<file path="src/rtl/load_pkg.sv">
// Shared encodings for the load-extend unit: access sizes, FSM states,
// the default memory-wait budget and the alignment rule.
package load_pkg;

  typedef enum logic [1:0] {
    SZ_BYTE    = 2'd0,
    SZ_HALF    = 2'd1,
    SZ_WORD    = 2'd2,
    SZ_ILLEGAL = 2'd3
  } size_e;

  typedef enum logic {
    ST_IDLE = 1'b0,
    ST_WAIT = 1'b1
  } state_e;

  localparam int TIMEOUT_CYCLES_DEF = 255;

  // A request is illegal when its size code is reserved or when the
  // address does not fall on a boundary of the access size.
  function automatic logic is_misaligned(input logic [1:0] off, input logic [1:0] size);
    logic bad;
    case (size_e'(size))
      SZ_BYTE: bad = 1'b0;
      SZ_HALF: bad = off[0];
      SZ_WORD: bad = (off != 2'b00);
      default: bad = 1'b1;
    endcase
    return bad;
  endfunction

endpackage

</file>
<file path="src/rtl/load_extract.sv">
// Picks the addressed byte/halfword lane out of a little-endian read word
// and sign- or zero-extends it to 32 bits. Purely combinational.
module load_extract
  import load_pkg::*;
(
  input  logic [31:0] word,
  input  logic [1:0]  offset,
  input  logic [1:0]  size,
  input  logic        is_unsigned,
  output logic [31:0] result
);

  function automatic logic [31:0] ext_byte(input logic [7:0] b, input logic zext);
    logic signed [7:0] s;
    s = $signed(b);
    return zext ? {24'd0, b} : 32'(s);
  endfunction

  function automatic logic [31:0] ext_half(input logic [15:0] h, input logic zext);
    logic signed [15:0] s;
    s = $signed(h);
    return zext ? {16'd0, h} : 32'(s);
  endfunction

  logic [7:0]  byte_lane;
  logic [15:0] half_lane;

  // Lane select by byte offset, then extension by access size.
  always_comb begin
    byte_lane = word[7:0];
    case (offset)
      2'd0: byte_lane = word[7:0];
      2'd1: byte_lane = word[15:8];
      2'd2: byte_lane = word[23:16];
      2'd3: byte_lane = word[31:24];
      default: byte_lane = word[7:0];
    endcase
    half_lane = offset[1] ? word[31:16] : word[15:0];
    case (size_e'(size))
      SZ_BYTE: result = ext_byte(byte_lane, is_unsigned);
      SZ_HALF: result = ext_half(half_lane, is_unsigned);
      default: result = word;
    endcase
  end

endmodule

</file>
<file path="src/rtl/load_extend_unit.sv">
// Load unit: accepts a byte/half/word load, issues one aligned word read,
// waits for the memory (with a timeout) and returns the extended result.
module load_extend_unit
  import load_pkg::*;
#(
  parameter int TIMEOUT_CYCLES = TIMEOUT_CYCLES_DEF
) (
  input  logic        Clk,
  input  logic        Rst_n,
  input  logic        Req,
  input  logic [31:0] MemAdr,
  input  logic [1:0]  NumBits,
  input  logic        Unsigned,
  output logic        MemRdReq,
  output logic [31:0] MemRdAdr,
  input  logic [31:0] MemRdData,
  input  logic        MemRdValid,
  output logic [31:0] Out,
  output logic        OutValid,
  output logic        Busy,
  output logic        Misaligned,
  output logic        Timeout
);

  localparam int CNT_W = (TIMEOUT_CYCLES < 2) ? 1 : $clog2(TIMEOUT_CYCLES + 1);

  state_e             state_q, state_d;
  logic [CNT_W-1:0]   cnt_q;
  logic [1:0]         off_q;
  logic [1:0]         size_q;
  logic               uns_q;
  logic [31:0]        ext_data;
  logic               start, fault, capture, expire;

  load_extract u_extract (
    .word        (MemRdData),
    .offset      (off_q),
    .size        (size_q),
    .is_unsigned (uns_q),
    .result      (ext_data)
  );

  // Next-state logic; data capture takes priority over the timeout.
  always_comb begin
    state_d = state_q;
    start   = 1'b0;
    fault   = 1'b0;
    capture = 1'b0;
    expire  = 1'b0;
    case (state_q)
      ST_IDLE: begin
        if (Req) begin
          if (is_misaligned(MemAdr[1:0], NumBits)) begin
            fault = 1'b1;
          end else begin
            start   = 1'b1;
            state_d = ST_WAIT;
          end
        end
      end
      ST_WAIT: begin
        if (MemRdValid) begin
          capture = 1'b1;
          state_d = ST_IDLE;
        end else if (cnt_q == CNT_W'(TIMEOUT_CYCLES - 1)) begin
          expire  = 1'b1;
          state_d = ST_IDLE;
        end
      end
      default: state_d = ST_IDLE;
    endcase
  end

  // State register.
  always_ff @(posedge Clk) begin
    if (!Rst_n) state_q <= ST_IDLE;
    else        state_q <= state_d;
  end

  // Wait counter: cleared on entry to WAIT, counts every WAIT cycle.
  always_ff @(posedge Clk) begin
    if (!Rst_n)                cnt_q <= '0;
    else if (start)            cnt_q <= '0;
    else if (state_q == ST_WAIT) cnt_q <= cnt_q + CNT_W'(1);
  end

  // Request latch and memory read port; address held for the whole wait.
  always_ff @(posedge Clk) begin
    if (!Rst_n) begin
      MemRdReq <= 1'b0;
      MemRdAdr <= '0;
      off_q    <= '0;
      size_q   <= '0;
      uns_q    <= 1'b0;
    end else begin
      if (state_q == ST_IDLE && Req) begin
        off_q  <= MemAdr[1:0];
        size_q <= NumBits;
        uns_q  <= Unsigned;
      end
      if (start) begin
        MemRdReq <= 1'b1;
        MemRdAdr <= {MemAdr[31:2], 2'b00};
      end else if (capture || expire) begin
        MemRdReq <= 1'b0;
      end
    end
  end

  // Result register and one-cycle status strobes.
  always_ff @(posedge Clk) begin
    if (!Rst_n) begin
      Out        <= '0;
      OutValid   <= 1'b0;
      Misaligned <= 1'b0;
      Timeout    <= 1'b0;
    end else begin
      OutValid   <= capture;
      Misaligned <= fault;
      Timeout    <= expire;
      if (capture) Out <= ext_data;
    end
  end

  assign Busy = (state_q == ST_WAIT);

endmodule

</file>
<file path="config.mk">
export PLATFORM = sky130hd
export DESIGN_NAME = load_extend_unit
export DESIGN_NICKNAME = d
export VERILOG_FILES = /design/src/rtl/load_pkg.sv /design/src/rtl/load_extract.sv /design/src/rtl/load_extend_unit.sv
export SDC_FILE = /design/constraint.sdc
export NUM_CORES = 1
export LEC_CHECK = 0
export CAP_MARGIN = 0
export CORE_MARGIN = 2
export CORE_UTILIZATION = 51
export CTS_BUF_LIST = sky130_fd_sc_hd__clkbuf_4 sky130_fd_sc_hd__clkbuf_8
export DETAILED_ROUTE_END_ITERATION = 8
export PLACE_DENSITY_LB_ADDON = 0.05
export REMOVE_ABC_BUFFERS = 1
export SETUP_SLACK_MARGIN = 0.15
export SLEW_MARGIN = 15
export SYNTH_ARGS = -nofsm -noshare
export SYNTH_HDL_FRONTEND = slang
export SYNTH_HIERARCHICAL = 1
export SYNTH_SLANG_ARGS = --single-unit
</file>
<file path="constraint.sdc">
create_clock -name Clk -period 4.3 [get_ports Clk]
set_input_delay 0.645 -clock Clk [delete_from_list [all_inputs] [get_ports Clk]]
set_output_delay 0.645 -clock Clk [all_outputs]
set_load 0.005 [all_outputs]
</file>
# Word-level counts from Yosys, hierarchy flattened
# Cells that the tools add are included.
[word_totals] word_cells=53 input_bits=71 ff_bits=80 output_inout_bits=69
[op_classes] muxes=22 reduce_logical=9 bitwise=3 n_eq_ne=7 addsub=1
[ops] op="2-to-1 mux 32 bit" n=2
[ops] op="case mux 32 bit (2 select lines)" n=1
[ops] op="case mux 8 bit (4 select lines)" n=1
[ops] op="2-to-1 mux 16 bit" n=1
[ops] op="2-to-1 mux 1 bit" n=15
[ops] op="adder 8 x 1 -> 8 bit (second input constant)" n=1
[ops] op="== test 8 bit (second input constant)" n=1
[ops] op="== test 2 x 1 -> 1 bit (second input constant)" n=3
[ops] op="== test 2 bit (second input constant)" n=3
[ops] op="logical NOT 2 bit" n=3
[ops] op="nonzero test 2 bit" n=2
[ops] op="NOT 1 bit" n=3
[ops] op="case mux 1 bit (3 select lines)" n=1
[ops] op="OR reduction 3 bit" n=1
[ops] op="case mux 1 bit (2 select lines)" n=1
[ops] op="OR reduction 2 bit" n=1
[ops] op="logical AND 1 bit" n=1
[ops] op="logical OR 1 bit" n=1

# Depth between registers and ports, before layout
# Gate-level depths: netlist of the first run.
[depth] depth_word=8 depth_mapped=9 ltp_nobuf=5

# Modules after synthesis
# Netlist of the first run, hierarchy kept.
[by_module_without_submodules] mod="load_extend_unit" area_each_um2=3098.0 cells_per_inst=352 seq_area_each_um2=1601.5 instances=1
[by_module_without_submodules] mod="load_extract" area_each_um2=983.4 cells_per_inst=133 seq_area_each_um2=0.0 instances=1

# Least setup slack after synthesis of the first run
# Ideal clock, no wire load.
[synth_timing] path_kind="input-to-reg" from="input port MemRdData[31]" to="register Out[11]" stages=6 setup_time_ps=132 t_required_ps=4168 n_path_buf=1 setup_slack_ps=2515 arrival_time_ps=1653 cell_sequence="mux2_2 -> a32oi_2 -> buf_6 -> o221ai_1 -> nand2_1 -> a21oi_1"
[synth_between] elab_chain_len=3
[synth_lines] element="from (decl)" line_no="load_extend_unit.sv:16" text="input logic [31:0] MemRdData,"
[synth_lines] element="case mux 8 bit (4 select lines)" line_no="load_extract.sv:31" text="case (offset)"
[synth_lines] element="2-to-1 mux 32 bit" line_no="load_extract.sv:16" text="return zext ? {24'd0, b} : 32'(s);"
[synth_lines] element="case mux 32 bit (2 select lines)" line_no="load_extract.sv:39" text="case (size_e'(size))"
[synth_lines] element="via ext_data[11]" line_no="load_extend_unit.sv:32" text="logic [31:0] ext_data;"
[synth_lines] element="to (signal assigned)" line_no="load_extend_unit.sv:121" text="if (capture) Out <= ext_data;"
[synth_lines] element="to (decl)" line_no="load_extend_unit.sv:18" text="output logic [31:0] Out,"
# The timed path passes the listed nets, and every way through them passes these cells.
# A chain may end at the register's enable or synchronous reset.

# Worst setup path after layout of the first run
[layout_timing] from="input port Req" to="register MemRdAdr[23]"
[layout_between] elab_chain_len=2
[layout_lines] element="from (decl)" line_no="load_extend_unit.sv:10" text="input logic Req,"
[layout_lines] element="2-to-1 mux 1 bit" line_no="load_extend_unit.sv:52" text="if (Req) begin"
[layout_lines] element="2-to-1 mux 1 bit" line_no="load_extend_unit.sv:50" text="case (state_q)"
[layout_lines] element="to (signal assigned)" line_no="load_extend_unit.sv:103" text="MemRdAdr <= {MemAdr[31:2], 2'b00};"
[layout_lines] element="to (decl)" line_no="load_extend_unit.sv:15" text="output logic [31:0] MemRdAdr,"
# Every way passes these cells.

==> out/qor.txt, run 1 <==
Status -> complete, no violations
Initial antenna violation count -> 0
Tmin final -> 2.721 ns
Num CTS Buffers -> 9
Pwr dens -> 328.5 mW/mm^2
Final critical-path share of the clock period -> 63.28%
Routed via count -> 3737
Hold Startpoint -> Out[1]
Post-CTS Resized -> 0
Inst Count DP -> 684
Rel. slew slack -> 25.13%
Clock Tree Buf Depth -> 2
Drt total wl -> 10.22 mm
Clock power share -> 37.6%
Layout Skew -> 0.01504 ns
Ratio of cells with drive above 1 in the final layout -> 8.681%
Die Ht -> 93.46 microns
Core area -> 0.007727 sq mm
DPL Wire Length -> 6.969 mm
Netlist cell types -> 39
R2R setup slack -> 1.77 ns
Largest net degree at the start of global routing -> 64
Comb pwr share -> 19.2%
Antenna violation net count after detailed routing -> 0
Top delay family on crit path -> compound AO/OA/AOI/OAI gates
Setup Fix Bufs, Post-CTS -> 0
Commonest non-fill, non-tap cell in the layout -> nand2_1
Iter 0 DRT Violations -> 169
Hold path endpoint -> Out[1]
Crit end category -> register
Hold crit path type -> register to register
Clock Sinks -> 80
Yosys reg bits -> 80
Pre-antenna DRT Iters -> 4
Fin nets -> 667
Rows -> 32
CTS tree -> built
Top Ports -> 140
Tot Pwr -> 1.838 mW
RePlAce Congestion -> 0.7576
Post-Syn Instances -> 485
Worst setup SP type -> input port
Crit path max-delay cell type -> o21a_2
CTS H-tree depth -> 3
Worst Path Arrival -> 2.98 ns
Max Clk Rate -> 367.5 MHz
Die area -> 0.008735 sq mm
Die W -> 93.46 microns
Max Transition Viols Final -> 0
Layout area overhead -> 37.09%
Setup_tns -> 0 ns
Mapped Area -> 0.004081 sq mm
CTS Hold Bufs -> 0
Clock root cell -> clkbuf_8
Sequential share of power -> 43.2%
Diode count -> 0
Syn Area/Cell -> 8.415 sq um
Internal -> 1.367 mW
DRC -> 0
Final setup violation count -> 0
RSZ-0062 raised after global routing -> false
Final global-route overflow total -> 0
Max Cap Viol -> 0
Worst path max stage delay -> 1.01 ns
Synth warn -> 6
Seq/Total Area, Yosys -> 39.24%
Worst EP required -> 4.56 ns
Crit Path Class -> input port to register
P_leak -> 1.983 nW
Worst R2R End -> MemRdAdr[23]
CP Max Fanout -> 38
Hold depth -> 2
Crit path cell chain -> clkdlybuf4s50_1 -> nor2b_1 -> o21a_2 -> mux2i_1
Tot GR Track Use -> 24.03%
Worst IR Drop VDD -> 0.0002314 V
Switching share of power -> 25.62%
Reg2Reg Depth -> 3
Vias in the first global route -> 3621
NetSw -> 0.4710 mW
Initial Util -> 52.82%
Clock slew at reported path FFs -> 0.08 ns
DR vias/cell -> 5.331
Worst-Margin Slew -> 1.123 ns
Routed WL per cell -> 14.57 microns
Commonest non-fill, non-tap cells in the layout -> nand2_1, clkdlybuf4s50_1, dfxtp_1, a21oi_1, mux2i_1
CP Buf/Inv Count -> 1
Hold Slack -> 0.4548 ns
First-pass GRT wire length -> 16.77 mm
Reg2Reg Launch Point -> Busy
Final Non-Filler Cells -> 701
Clk_lat worst skew -> 0.36 ns
Final hold violations -> 0
I/O Buffers -> 137
-- cells by family (layout without fill, tap and decap cells) --
kind of cell	count (synthesis)	count (layout)	share of synthesized area, %
compound gates	94	94	16.37
xor+xnor	4	4	0.8585
fa+ha+maj	2	2	0.6130
buf+inv	49	162	7.419
flops	80	80	39.24
mux	45	45	13.24
other cells	1	2	0.09188
simple gates	210	210	22.16
-- power groups by stage --
stage / clock network (mW) / registers, mW / logic, mW
detailed placement: 0 / 0.811 / 0.350
floorplan: 0 / 0.817 / 0.167
global placement: 0 / 0.810 / 0.342
global route: 0.728 / 0.799 / 0.383
CTS: 0.702 / 0.794 / 0.352
finish: 0.692 / 0.794 / 0.352
-- state kept, by name (all words and copies together) (netlist names) --
signal	cells
Busy	1
MemRdAdr	30
MemRdReq	1
Misaligned	1
Out	32
OutValid	1
Timeout	1
cnt_q	8
off_q	2
size_q	2
uns_q	1
-- worst max path at each step --
| stage | from | slack (ns) | depth (start not counted) | to |
|---|---|---|---|---|
| floorplan | size_q[1] | 1.74 | 5 | Out[10] |
| global placement | Req | 1.30 | 4 | MemRdAdr[11] |
| detailed placement | Req | 1.21 | 4 | MemRdAdr[11] |
| CTS | Req | 1.56 | 4 | MemRdAdr[23] |
| global route | Req | 1.46 | 4 | MemRdAdr[11] |
| finish | Req | 1.58 | 4 | MemRdAdr[23] |
-- Yosys cell counts, drive strengths merged --
master / n / area [sq um]
xor2: 3 / 26.28
conb: 1 / 3.750
mux2i: 36 / 360.4
a211oi: 10 / 90.09
ha: 2 / 25.02
dfxtp: 80 / 1602
nand4: 3 / 33.78
clkbuf: 15 / 56.30
mux4: 7 / 157.7
nand2b: 1 / 6.260
o211ai: 17 / 177.7
a2111oi: 1 / 15.01
nor3: 7 / 40.04
o22ai: 8 / 50.05
or3: 4 / 25.02
o221ai: 8 / 70.07
o21a: 1 / 8.760
inv: 3 / 11.26
nand2: 153 / 574.3
nor2: 14 / 52.55
xnor2: 1 / 8.760
a32oi: 1 / 16.27
nor4b: 1 / 8.760
mux2: 2 / 22.52
a21oi: 43 / 215.2
or2: 2 / 12.52
buf: 31 / 235.2
nand3: 4 / 20.02
nor2b: 19 / 118.9
and2: 2 / 12.51
o21ai: 5 / 25.02
-- routing by layer --
layer / global-route usage [%] / share of wire, % / wire length, microns
met2: 41.43 / 49 / 4974
met4: 9.559 / 1.5 / 151
met3: 6.849 / 8.5 / 865
met5: 0 / 0 / 0
met1: 28.03 / 41 / 4223
-- through the flow --
step	setup WS [ns]	util, %	area, sq um
global placement	1.303	68.91	5325
floorplan	1.739	-	3794
detailed placement	1.207	68.91	5325
finish	1.579	72.41	5595
CTS	1.565	72.18	5578
global route	1.461	72.41	5595
-- worst register-to-register path: stages, from the launching register on --
cell     delay, ns
dfxtp_1       0.48
nor2b_1       0.63
o21a_2        1.01
mux2i_1       0.32
-- final cells by class --
type | instances | area, sq um
clock buffers | 10 | 137.6
clock inverters | 6 | 115.1
fillers | 607 | 2132
inverters | 3 | 11.26
multi-input cells | 357 | 2183
flip-flops and latches | 80 | 1602
well taps | 102 | 127.6
repair buffers | 143 | 1419
Note: power is estimated with default switching activity, not from simulation.
==> run 2: changes to the inputs <==
--- a/config.mk
+++ b/config.mk
@@ -7,7 +7,7 @@
 export LEC_CHECK = 0
 export CAP_MARGIN = 0
 export CORE_MARGIN = 2
-export CORE_UTILIZATION = 51
+export CORE_UTILIZATION = 43
 export CTS_BUF_LIST = sky130_fd_sc_hd__clkbuf_4 sky130_fd_sc_hd__clkbuf_8
 export DETAILED_ROUTE_END_ITERATION = 8
 export PLACE_DENSITY_LB_ADDON = 0.05
==> constraint.sdc (replaced) <==
create_clock -name Clk -period 2.4 [get_ports Clk]
set_input_delay 0.36 -clock Clk [delete_from_list [all_inputs] [get_ports Clk]]
set_output_delay 0.36 -clock Clk [all_outputs]
set_load 0.005 [all_outputs]
==> out/qor.txt, run 2 (synthesis results as in run 1) <==
Worst setup SP type -> register (was input port)
RSZ-0062 raised after global routing -> false (unchanged)
Diode count -> 0 (unchanged)
Pwr dens -> 567.7 mW/mm^2 (was 328.5 mW/mm^2)
Layout Skew -> 0.007977 ns (was 0.01504 ns)
Worst Path Arrival -> 1.55 ns (was 2.98 ns)
Max Cap Viol -> 0 (unchanged)
Die W -> 101.4 microns (was 93.46 microns)
Worst-Margin Slew -> 0.5725 ns (was 1.123 ns)
CTS Hold Bufs -> 0 (unchanged)
R2R setup slack -> 0.50 ns (was 1.77 ns)
M1 WL -> 4.656 mm (was 4.223 mm)
Pre-antenna DRT Iters -> 4 (unchanged)
Final WS setup -> 0.4890 ns (was 1.579 ns)
WL met3 -> 1.121 mm (was 865 microns)
Largest net degree at the start of global routing -> 64 (unchanged)
Tot GR Track Use -> 21.36% (was 24.03%)
Clock Tree Buf Depth -> 2 (unchanged)
Commonest non-fill, non-tap cells in the layout -> nand2_1, clkdlybuf4s50_1, dfxtp_1, a21oi_1, mux2i_1 (unchanged)
Final global-route overflow total -> 0 (unchanged)
Routed via count -> 3753 (was 3737)
Tmin final -> 1.911 ns
Top Ports -> 140 (unchanged)
Num CTS Buffers -> 9 (unchanged)
Hold Slack -> 0.4565 ns (was 0.4548 ns)
Ratio of cells with drive above 1 in the final layout -> 9.885% (was 8.681%)
Wire length on met2 -> 5.001 mm (was 4.974 mm)
Die Ht -> 101.4 microns (was 93.46 microns)
Drt total wl -> 10.83 mm (was 10.22 mm)
CP Buf/Inv Count -> 1 (unchanged)
Antenna violation net count after detailed routing -> 0 (unchanged)
Die area -> 0.01029 sq mm (was 0.008735 sq mm)
Hold crit path type -> register to register (unchanged)
Top Layer Used -> met4 (unchanged)
Max Clk Rate -> 523.3 MHz
Clock Sinks -> 80 (unchanged)
Clock root cell -> clkbuf_8 (unchanged)
Reg2Reg Launch Point -> size_q[0] (was Busy)
Top delay family on crit path -> flip-flops (was compound AO/OA/AOI/OAI gates)
Fin nets -> 675 (was 667)
Vias in the first global route -> 3630 (was 3621)
Max Transition Viols Final -> 0 (unchanged)
CP Max Fanout -> 13 (was 38)
CTS H-tree depth -> 3 (unchanged)
Rel. slew slack -> 61.83% (was 25.13%)
DR vias/cell -> 5.099 (was 5.331)
Worst IR Drop VDD -> 0.0003290 V (was 0.0002314 V)
Reg2Reg Depth -> 5 (was 3)
DRC -> 0 (unchanged)
Routed WL per cell -> 14.71 microns (was 14.57 microns)
Final critical-path share of the clock period -> 79.63%
Worst slack at placement -> 0.2296 ns (was 1.207 ns)
Worst EP required -> 2.04 ns (was 4.56 ns)
I/O Buffers -> 137 (unchanged)
Final setup violation count -> 0 (unchanged)
Crit path cell chain -> clkdlybuf4s50_1 (was clkdlybuf4s50_1 -> nor2b_1 -> o21a_2 -> mux2i_1)
Max FFs per register -> 32 (unchanged)
Worst R2R End -> Out[19] (was MemRdAdr[23])
Core area -> 0.009240 sq mm (was 0.007727 sq mm)
Initial antenna violation count -> 0 (unchanged)
Clock slew at reported path FFs -> 0.08 ns (about the same)
Final hold violations -> 0 (unchanged)
Clk_lat worst skew -> 0.35 ns (was 0.36 ns)
First-pass GRT wire length -> 17.51 mm (was 16.77 mm)
Crit end category -> output port (was register)
Iter 0 DRT Violations -> 223 (was 169)
Crit path max-delay cell type -> dfxtp_1 (was o21a_2)
Worst path max stage delay -> 0.61 ns (was 1.01 ns)
Initial Util -> 44.17% (was 52.82%)
Top reg by flops -> Out (unchanged)
Hold depth -> 2 (unchanged)
Layout area overhead -> 39.45% (was 37.09%)
Status -> complete, no violations (unchanged)
DPL Wire Length -> 7.371 mm (was 6.969 mm)
CTS tree -> built (unchanged)
Rows -> 35 (was 32)
Hold path endpoint -> Out[3] (was Out[1])
Crit Path Class -> register to output port (was input port to register)
Commonest non-fill, non-tap cell in the layout -> nand2_1 (unchanged)
Largest registers -> Out: 32 flops, MemRdAdr: 30 flops, cnt_q: 8 flops (unchanged)
P_leak -> 2.024 nW (was 1.983 nW)
Hold Startpoint -> Out[3] (was Out[1])
RePlAce Congestion -> 0.8029 (was 0.7576)
## run 2: cell types whose count changed in the layout (fill, tap and decap cells not counted)
| cell | previous run | this run |
|---|---|---|
| clkbuf_8 | 10 | 11 |
| buf_12 | 0 | 2 |
| clkbuf_4 | 0 | 1 |
| buf_4 | 5 | 12 |
| bufinv_16 | 3 | 2 |
| or3_1 | 4 | 3 |
| inv_6 | 1 | 0 |
| nand2_2 | 1 | 0 |
| buf_8 | 1 | 0 |
| or3_4 | 0 | 1 |
| nand2_1 | 152 | 153 |
## run 2: report_power, final
group          switching, mW  leakage, nW  internal (mW)  total (mW)
combinational          0.305         1.26          0.360       0.665
clock                  0.491        0.116          0.657        1.15
sequential            0.0372        0.650           1.38        1.42
total                  0.833         2.02           2.40        3.23
## run 2: final cells by class
class,count,area (sq um)
sequential,80,1602
inverter,3,11.26
multi-input combinational,357,2186
clock inverter,4,76.32
tap,129,161.4
clock buffer,12,158.9
timing repair buffer,151,1496
fill,811,3548
## run 2: how the worst max path moves through the flow
| stage | end | slack (ns) | startpoint | depth (start not counted) |
|---|---|---|---|---|
| 5_1_grt | Busy | 0.38 | Busy | 1 |
| 4_1_cts | Out[17] | 0.22 | size_q[0] | 5 |
| 6_report | Busy | 0.49 | Busy | 1 |
| 3_5_place_dp | Out[17] | 0.23 | MemRdData[15] | 6 |
| 3_3_place_gp | Out[17] | 0.25 | MemRdData[15] | 6 |
| 2_1_floorplan | Out[10] | -0.16 | size_q[1] | 5 |
## run 2: routing by layer
layer | track usage [%] | up-vias
met5 | 0 | -
met4 | 5.509 | 0
met3 | 8.213 | 6
met2 | 34.13 | 144
met1 | 27.25 | 1724
li1 | - | 1879
## run 2: what timing repair did
action,in CTS,in global routing
setup endpoints to repair,0,10
setup buffers,0,0
resized for setup,0,2
## run 2: stage by stage
step	setup TNS, ns	utilization, %	cells	area (sq um)	power, mW
6_report	0	61.60	736	5692	3.231
3_5_place_dp	0	59.00	720	5451	2.109
5_1_grt	0	61.60	736	5692	3.394
3_3_place_gp	0	59.00	720	5451	2.096
4_1_cts	0	61.54	736	5687	3.268
2_1_floorplan	-3.453	-	440	3794	1.763
==> run 3: changes to the inputs <==
==> constraint.sdc (replaced) <==
create_clock -name Clk -period 1.7 [get_ports Clk]
set_input_delay 0.255 -clock Clk [delete_from_list [all_inputs] [get_ports Clk]]
set_output_delay 0.255 -clock Clk [all_outputs]
set_load 0.005 [all_outputs]
==> out/qor.txt, run 3 (synthesis results as in run 1) <==
DR vias/cell -> 5.080 (was 5.099)
Clock Tree Buf Depth -> 2 (unchanged)
Routed WL per cell -> 14.53 microns (was 14.71 microns)
Worst IR Drop VDD -> 0.0003822 V (was 0.0003290 V)
Final setup violation count -> 0 (unchanged)
Routed via count -> 3851 (was 3753)
Final WS setup -> 0.1317 ns (was 0.4890 ns)
Top Ports -> 140 (unchanged)
Top reg by flops -> Out (unchanged)
Core area -> 0.009240 sq mm (unchanged)
Hold depth -> 4 (was 2)
CTS tree -> built (unchanged)
Final Non-Filler Cells -> 758 (was 736)
P_leak -> 2.200 nW (was 2.024 nW)
Clock root cell -> clkbuf_8 (unchanged)
Final global-route overflow total -> 0 (unchanged)
Crit Path Class -> register to register (was register to output port)
Setup_tns -> 0 ns (unchanged)
Initial antenna violation count -> 0 (unchanged)
First-pass GRT wire length -> 17.29 mm (was 17.51 mm)
Pre-antenna DRT Iters -> 4 (unchanged)
Clock slew at reported path FFs -> 0.08 ns (about the same)
Num CTS Buffers -> 9 (unchanged)
Tot GR Track Use -> 21.07% (was 21.36%)
Clock Sinks -> 80 (unchanged)
Final hold violations -> 0 (unchanged)
Layout Skew -> 0.007086 ns (was 0.007977 ns)
Die Ht -> 101.4 microns (unchanged)
Die area -> 0.01029 sq mm (unchanged)
Largest net degree at the start of global routing -> 64 (unchanged)
Clk_lat worst skew -> 0.34 ns (was 0.35 ns)
Pwr dens -> 762.8 mW/mm^2 (was 567.7 mW/mm^2)
Rows -> 35 (unchanged)
Max FFs per register -> 32 (unchanged)
Finished layout cell area -> 0.006017 sq mm (was 0.005692 sq mm)
Fin nets -> 698 (was 675)
Final critical-path share of the clock period -> 92.25%
CTS Hold Bufs -> 0 (unchanged)
Commonest non-fill, non-tap cells in the layout -> nand2_1, clkdlybuf4s50_1, dfxtp_1, a21oi_1, mux2i_1 (unchanged)
Worst slack at placement -> -0.1663 ns (was 0.2296 ns)
Tmin final -> 1.568 ns
RSZ-0062 raised after global routing -> true (was false)
Status -> complete, no violations (unchanged)
Max Cap Viol -> 0 (unchanged)
Tot Pwr -> 4.590 mW (was 3.231 mW)
CP Buf/Inv Count -> 1 (unchanged)
Top delay family on crit path -> compound AO/OA/AOI/OAI gates (was flip-flops)
Ratio of cells with drive above 1 in the final layout -> 15.58% (was 9.885%)
Antenna violation net count after detailed routing -> 0 (unchanged)
Worst path max stage delay -> 0.36 ns (was 0.61 ns)
Die W -> 101.4 microns (unchanged)
CP Max Fanout -> 6 (was 13)
Worst setup SP type -> register (unchanged)
Iter 0 DRT Violations -> 170 (was 223)
RePlAce Congestion -> 0.8452 (was 0.8029)
CTS H-tree depth -> 3 (unchanged)
Initial Util -> 44.17% (unchanged)
I/O Buffers -> 137 (unchanged)
DPL Wire Length -> 7.614 mm (was 7.371 mm)
Cell count along the critical path -> 6 (was 1)
Worst Path Arrival -> 1.79 ns (was 1.55 ns)
Vias in the first global route -> 3685 (was 3630)
Worst EP required -> 1.92 ns (was 2.04 ns)
Max Transition Viols Final -> 0 (unchanged)
Inst Count DP -> 736 (was 720)
Commonest non-fill, non-tap cell in the layout -> nand2_1 (unchanged)
Hold crit path type -> input port to register (was register to register)
DRC -> 0 (unchanged)
Diode count -> 0 (unchanged)
Largest registers -> Out: 32 flops, MemRdAdr: 30 flops, cnt_q: 8 flops (unchanged)
Layout area overhead -> 47.42% (was 39.45%)
Crit end category -> register (was output port)
Crit path max-delay cell type -> dfxtp_2 (was dfxtp_1)
Drt total wl -> 11.02 mm (was 10.83 mm)
Crit path cell chain -> mux2_4 -> a32oi_4 -> buf_6 -> o221ai_2 -> nand2_1 -> a21oi_1 (was clkdlybuf4s50_1)
Max Clk Rate -> 637.6 MHz
Reg2Reg Depth -> 6 (was 5)
Post-DP Area -> 0.005634 sq mm (was 0.005451 sq mm)
==> run 3: cell types whose count changed in the layout (fill, tap and decap cells not counted), moves of 2 or more <==
cell and change:
a21oi_1 -3, a21oi_2 +3, buf_12 +5, buf_4 +14, buf_6 +4, clkbuf_8 -2
clkdlybuf4s50_1 -2, dfxtp_1 -3, dfxtp_2 +2, dlymetal6s2s_1 +2, o221ai_1 -8, o221ai_2 +8
==> run 3: worst register-to-register path: stages, from the launching register on <==
cell and delay [ns]:
dfxtp_2 0.36, mux2_4 0.31, a32oi_4 0.34, buf_6 0.19, o221ai_2 0.10, nand2_1 0.08
a21oi_1 0.06
==> run 3: path summary, 6_finish.rpt <==
check / start / endpoint / slack, ns
max: off_q[0] / Out[12] / 0.13
min: Rst_n / Misaligned / 0.38
min reg2reg: Out[2] / Out[2] / 0.46
max reg2reg: off_q[0] / Out[12] / 0.13
==> run 3: timing repair <==
action	in CTS	in global routing
endpoints found under the setup margin	24	35
buffers inserted	0	5
gates cloned	0	2
pin swaps	0	31
resized for setup	3	28
==> run 3: layout make-up <==
cell class / count / area [sq um]
fill: 806 / 3223
clock buffer: 10 / 131.4
multi-input combinational: 357 / 2272
sequential: 80 / 1608
inverter: 3 / 11.26
clock inverter: 5 / 81.33
tap: 129 / 161.4
timing repair buffer: 174 / 1752
==> run 3: through the flow <==
stage,hold slack (ns),utilization [%]
3_5_place_dp,0.4461,60.97
4_1_cts,0.3680,63.33
5_1_grt,0.3989,65.12
6_report,0.3772,65.12
3_3_place_gp,0.4405,60.97
2_1_floorplan,0.3733,-
==> run 3: routing by layer <==
metal	up-vias	part of all wire (%)	global-route usage, %
met4	0	0.88	6.653
met3	11	8.9	8.144
met1	1783	43	25.25
met2	128	47	34.95
li1	1929	-	-
met5	-	0	0
==> run 3: report_power, final <==
group	total (mW)	internal (mW)	switching, mW
combinational	1.06	0.589	0.470
sequential	2.00	1.95	0.0482
clock	1.53	0.839	0.693
